<file path="src/rtl/cdc_handshake_sender.sv">
// 4-phase req/ack sender: latches a word on accept and holds it on data_out until the remote side acks.
// Accept-to-done is 2*SYNC_STAGES+2 cycles minimum; din_ready is low while busy or while a stale ack is still high.
module cdc_handshake_sender #(
  parameter int WIDTH       = 32,
  parameter int SYNC_STAGES = 2,
  parameter int TIMEOUT     = 1024
) (
  input  logic             clkA,
  input  logic             rst_n,
  input  logic [WIDTH-1:0] din,
  input  logic             din_valid,
  output logic             din_ready,
  output logic [WIDTH-1:0] data_out,
  output logic             req_out,
  input  logic             ack_in,
  output logic             done,
  output logic             busy,
  output logic             timeout_err,
  input  logic             err_clr
);

  localparam int            CW       = (TIMEOUT > 0) ? $clog2(TIMEOUT + 1) : 1;
  localparam bit            TMO_EN   = (TIMEOUT > 0);
  localparam logic [CW-1:0] CNT_LAST = (TIMEOUT > 0) ? CW'(TIMEOUT - 1) : '0;

  typedef enum logic [1:0] {
    IDLE   = 2'd0,
    REQ_HI = 2'd1,
    REQ_LO = 2'd2
  } state_t;

  state_t                 state_q, state_d;
  logic [SYNC_STAGES-1:0] sync_q, sync_d;
  logic [WIDTH-1:0]       data_q, data_d;
  logic [CW-1:0]          cnt_q, cnt_d;
  logic [CW-1:0]          cnt_inc;
  logic                   req_q, req_d;
  logic                   done_q, done_d;
  logic                   err_q, err_d;
  logic                   tmo_q, tmo_d;
  logic                   ack_s;
  logic                   accept;
  logic                   tmo_hit;

  // ack_in is only ever seen through this shift chain
  always_comb begin
    sync_d = {sync_q[SYNC_STAGES-2:0], ack_in};
  end

  assign ack_s     = sync_q[SYNC_STAGES-1];
  assign din_ready = (state_q == IDLE) && !ack_s;
  assign accept    = din_valid && din_ready;
  assign cnt_inc   = (&cnt_q) ? cnt_q : cnt_q + CW'(1);
  assign tmo_hit   = TMO_EN && (cnt_q == CNT_LAST);

  always_comb begin
    state_d = state_q;
    data_d  = data_q;
    req_d   = req_q;
    cnt_d   = cnt_q;
    tmo_d   = tmo_q;
    done_d  = 1'b0;
    err_d   = err_q;
    if (err_clr) begin
      err_d = 1'b0;
    end
    case (state_q)
      IDLE: begin
        cnt_d = '0;
        if (accept) begin
          data_d  = din;
          req_d   = 1'b1;
          tmo_d   = 1'b0;
          state_d = REQ_HI;
        end
      end
      REQ_HI: begin
        cnt_d = cnt_inc;
        if (ack_s) begin
          req_d   = 1'b0;
          cnt_d   = '0;
          state_d = REQ_LO;
        end else if (tmo_hit) begin
          // abandon the request; the trailing REQ_LO phase must not report completion
          req_d   = 1'b0;
          cnt_d   = '0;
          err_d   = 1'b1;
          tmo_d   = 1'b1;
          state_d = REQ_LO;
        end
      end
      REQ_LO: begin
        cnt_d = cnt_inc;
        if (!ack_s) begin
          done_d  = !tmo_q;
          cnt_d   = '0;
          state_d = IDLE;
        end else if (tmo_hit) begin
          err_d   = 1'b1;
          cnt_d   = '0;
          state_d = IDLE;
        end
      end
      default: begin
        req_d   = 1'b0;
        cnt_d   = '0;
        state_d = IDLE;
      end
    endcase
  end

  always_ff @(posedge clkA or negedge rst_n) begin
    if (!rst_n) begin
      state_q <= IDLE;
      sync_q  <= '0;
      data_q  <= '0;
      req_q   <= 1'b0;
      cnt_q   <= '0;
      done_q  <= 1'b0;
      err_q   <= 1'b0;
      tmo_q   <= 1'b0;
    end else begin
      state_q <= state_d;
      sync_q  <= sync_d;
      data_q  <= data_d;
      req_q   <= req_d;
      cnt_q   <= cnt_d;
      done_q  <= done_d;
      err_q   <= err_d;
      tmo_q   <= tmo_d;
    end
  end

  assign data_out    = data_q;
  assign req_out     = req_q;
  assign done        = done_q;
  assign busy        = (state_q != IDLE);
  assign timeout_err = err_q;

endmodule

</file>
<file path="config.mk">
export PLATFORM = sky130hd
export DESIGN_NAME = cdc_handshake_sender
export DESIGN_NICKNAME = d
export VERILOG_FILES = /design/src/rtl/cdc_handshake_sender.sv
export SDC_FILE = /design/constraint.sdc
export NUM_CORES = 1
export LEC_CHECK = 0
export CAP_MARGIN = 20
export CORE_ASPECT_RATIO = 2
export CORE_UTILIZATION = 48
export CTS_CLUSTER_DIAMETER = 200
export CTS_CLUSTER_SIZE = 25
export DETAILED_ROUTE_END_ITERATION = 10
export PLACE_DENSITY = 0.88
export REMOVE_ABC_BUFFERS = 1
export SYNTH_ARGS = -nofsm -noshare
export SYNTH_HDL_FRONTEND = slang
export SYNTH_SLANG_ARGS = --single-unit
</file>
<file path="constraint.sdc">
create_clock -name clkA -period 4.2 [get_ports clkA]
set_input_delay 0.42 -clock clkA [delete_from_list [all_inputs] [get_ports clkA]]
set_output_delay 0.42 -clock clkA [all_outputs]
set_load 0.03 [all_outputs]
</file>
==> out/results.ini <==
[layout]
design_area_um2=3060
nets=279
drive_gt1_frac=0.222
areaGrowthSynthToFinish_pct=40.6
final_core_util=0.704
nFillCells=325
insertedDiodeCount=0

[die]
die-width_um=49.6
floorplan.initialDensity=0.501
dieHeight_um=97.2
row_count=34
top_level_ports=74
placeableCoreArea_um2=4340
fp.dieArea_um2=4820

[synthesis]
post_synth.cell_area_avg_um2=13.6
synth_warnings=0
ys_async_sr_fraction=1.00
post-synth-top-area-cell=sky130_fd_sc_hd__dfrtp_1
fraction_of_the_yosys_area_taken_by_sequential_cells=0.587
synth-edff-count=0
netlist_area_pre_place_um2=2170
number_of_instances_in_the_synthesized_netlist=160
netlist_top_cells_area=sky130_fd_sc_hd__dfrtp_1 59%, sky130_fd_sc_hd__mux2_2 17%, sky130_fd_sc_hd__ha_1 2.3%, sky130_fd_sc_hd__a21oi_1 1.6%, sky130_fd_sc_hd__nor2_1 1.4%
yosys_register_bits=51
synth_top_cell_area_share=0.587
synth.distinct_cells=37
synth-main-ff-cell=sky130_fd_sc_hd__dfrtp_1

[global_routing]
grt_max_degree=52
grt_overflow=0
gr-usage-all-layers=0.206
grt_pass1_wl_mm=7.40
number_of_global_route_vias_before_repair=1606
antenna_found_initial=0

[routing]
postRouteWirelength_mm=4.49
route.vias.total=1533
detailedRoute.firstIterationViolations=31
drc_errors=0
vias_per_cell=5.23
route.top_layer_used=met4
drtAntennaViolNets=0
m1WireLength_mm=1.52
routedWlPerCell_um=15.3
met2_wirelength_mm=2.69
1st_pass_router_iterations=4
met3_wire_length_um=126

[sta]
report.final.slew_viol_count=0
totalNegativeSetupSlack_ns=0
hold_viol=0
max_slew_margin=0.478
final_period_minus_worst_setup_slack_ns=2.30
post-route-period-util=0.547
setup_viols_final=0
setup_repair_after_global_routing_missed_its_margin=false
fmax_mhz=435
worst_pin_slew_ns=0.781
timing.clock.skew_ns=0.00413

[worst_setup_path]
timing.critical_path.from_type=register
regToRegEndpoint=state_q[1]
worst_ep_arrival_time_ns=1.88
max_stage_delay_ns=0.68
required_ns=3.78
worst_r2r_startpoint=state_q[0]
r2r_cells=6
cpMaxStageDelayCell=sky130_fd_sc_hd__clkdlybuf4s50_1
r2r_setup_slack_ns=2.07
crit_buf_inv=2
crit_path_end_kind=output pin
critPathMaxFanout=4
path_cells=inv_1 -> ha_1 -> nor2b_2 -> clkdlybuf4s50_1
cp_top_family=buffers and inverters
crit_type=register to output pin

[clock_network]
ctsRootBufferMaster=sky130_fd_sc_hd__clkbuf_8
cts_hold_repair.buffers=0
postCtsResizedCells=0
numClockSinks=51
htree_num_levels=2
tritoncts=built
postCtsSetupRepairBufs=0
number_of_clock_buffers_inserted_by_tritoncts=5
clock_path_buffers=2
cts.clk_slew.worst_paths_ns=0.09
worstSkewPairLatency_ns=0.30

[hold_path]
timing.hold.worst.class=input port to async pin

[placement]
dp_hpwl_mm=3.25
port-buffer-count=73
postPlaceCellArea_um2=2950
gp_congestion=0.790

[pwr]
worst_ir_drop_vdd_mv=0.473
power.density_nw_per_um2=685
cellLeakagePower_uw=0.00128

[status]
status=completed

[job]
drv.max_cap_violation_count=0

cell usage after synthesis (3+ instances only):
library cell / n
sky130_fd_sc_hd__nor2_1: 8
sky130_fd_sc_hd__buf_2: 3
sky130_fd_sc_hd__nand2_1: 6
sky130_fd_sc_hd__ha_1: 4
sky130_fd_sc_hd__a21oi_1: 7
sky130_fd_sc_hd__mux2_2: 33
sky130_fd_sc_hd__a31oi_1: 3
sky130_fd_sc_hd__inv_1: 4
sky130_fd_sc_hd__o21ai_0: 5
sky130_fd_sc_hd__xor2_1: 3
sky130_fd_sc_hd__dfrtp_1: 51
worst max-delay path by stage:
| stage | cells after the start | slack, ns | endpoint | startpoint |
|---|---|---|---|---|
| 5_1_grt | 4 | 1.80 | din_ready | state_q[0] |
| 3_3_place_gp | 4 | 2.05 | state_q[1] | din_valid |
| 6_report | 4 | 1.90 | din_ready | state_q[0] |
| 2_1_floorplan | 6 | 2.04 | state_q[1] | state_q[0] |
| 3_5_place_dp | 4 | 2.02 | state_q[1] | din_valid |
| 4_1_cts | 4 | 1.87 | din_ready | state_q[0] |
flip-flops by register name, indices dropped and copies added (netlist names):
name / count
done: 1
tmo_q: 1
timeout_err: 1
data_out: 32
req_out: 1
state_q: 2
sync_q: 2
cnt_q: 11
power breakdown:
part / switching, µW / internal (µW)
clock network: 151 / 117
logic: 572 / 495
registers: 93.7 / 665
total: 817 / 1280
cell type report:
class                           count  area, µm²  area share
Timing Repair Buffer               74        746       0.244
Clock inverter                      2       12.5     0.00409
Clock buffer                        6       72.6      0.0237
Multi-Input combinational cell    102        867       0.284
Inverter                            4       15.0     0.00491
Sequential cell                    51       1280       0.418
Tap cell                           54       67.6      0.0221
metrics by stage:
stage | hold slack [ns] | worst slack, ns | cells | power, µW
final | 0.00878 | 1.90 | 293 | 2090
after floorplan | 0.124 | 2.04 | 157 | 1370
after CTS | 0.345 | 1.87 | 292 | 2110
after detailed placement | 0.335 | 2.02 | 284 | 1830
after global routing | 0.0121 | 1.80 | 293 | 2200
after global placement | 0.334 | 2.05 | 284 | 1810
per-layer routing:
metal  track usage  vias up
li1              -      723
met1         0.201      756
met2         0.392       42
met3        0.0344       12
met4         0.101        0
met5             0        -
kinds of logic (layout without fill, tap and decap cells):
family / Yosys count / after routing / synth area share
buffers and inverters: 7 / 86 / 0.0138
adders and majority gates: 4 / 4 / 0.0230
and+or+nand+nor: 37 / 37 / 0.108
DFF: 51 / 51 / 0.587
muxes: 35 / 35 / 0.180
xor gates and xnor gates: 5 / 5 / 0.0202
AOI/OAI and AO/OA: 21 / 21 / 0.0679
cell usage in the layout (no fill, tap or decap), drive strengths merged, types with 4 or more instances in the layout:
| cell | netlist | layout |
|---|---|---|
| a21oi | 7 | 7 |
| clkbuf | 0 | 6 |
| clkdlybuf4s50 | 0 | 72 |
| dfrtp | 51 | 51 |
| ha | 4 | 4 |
| inv | 4 | 4 |
| mux2 | 33 | 33 |
| nand2 | 7 | 7 |
| nor2 | 8 | 8 |
| o21ai | 5 | 5 |
Note: power is estimated with default switching activity, not from simulation.
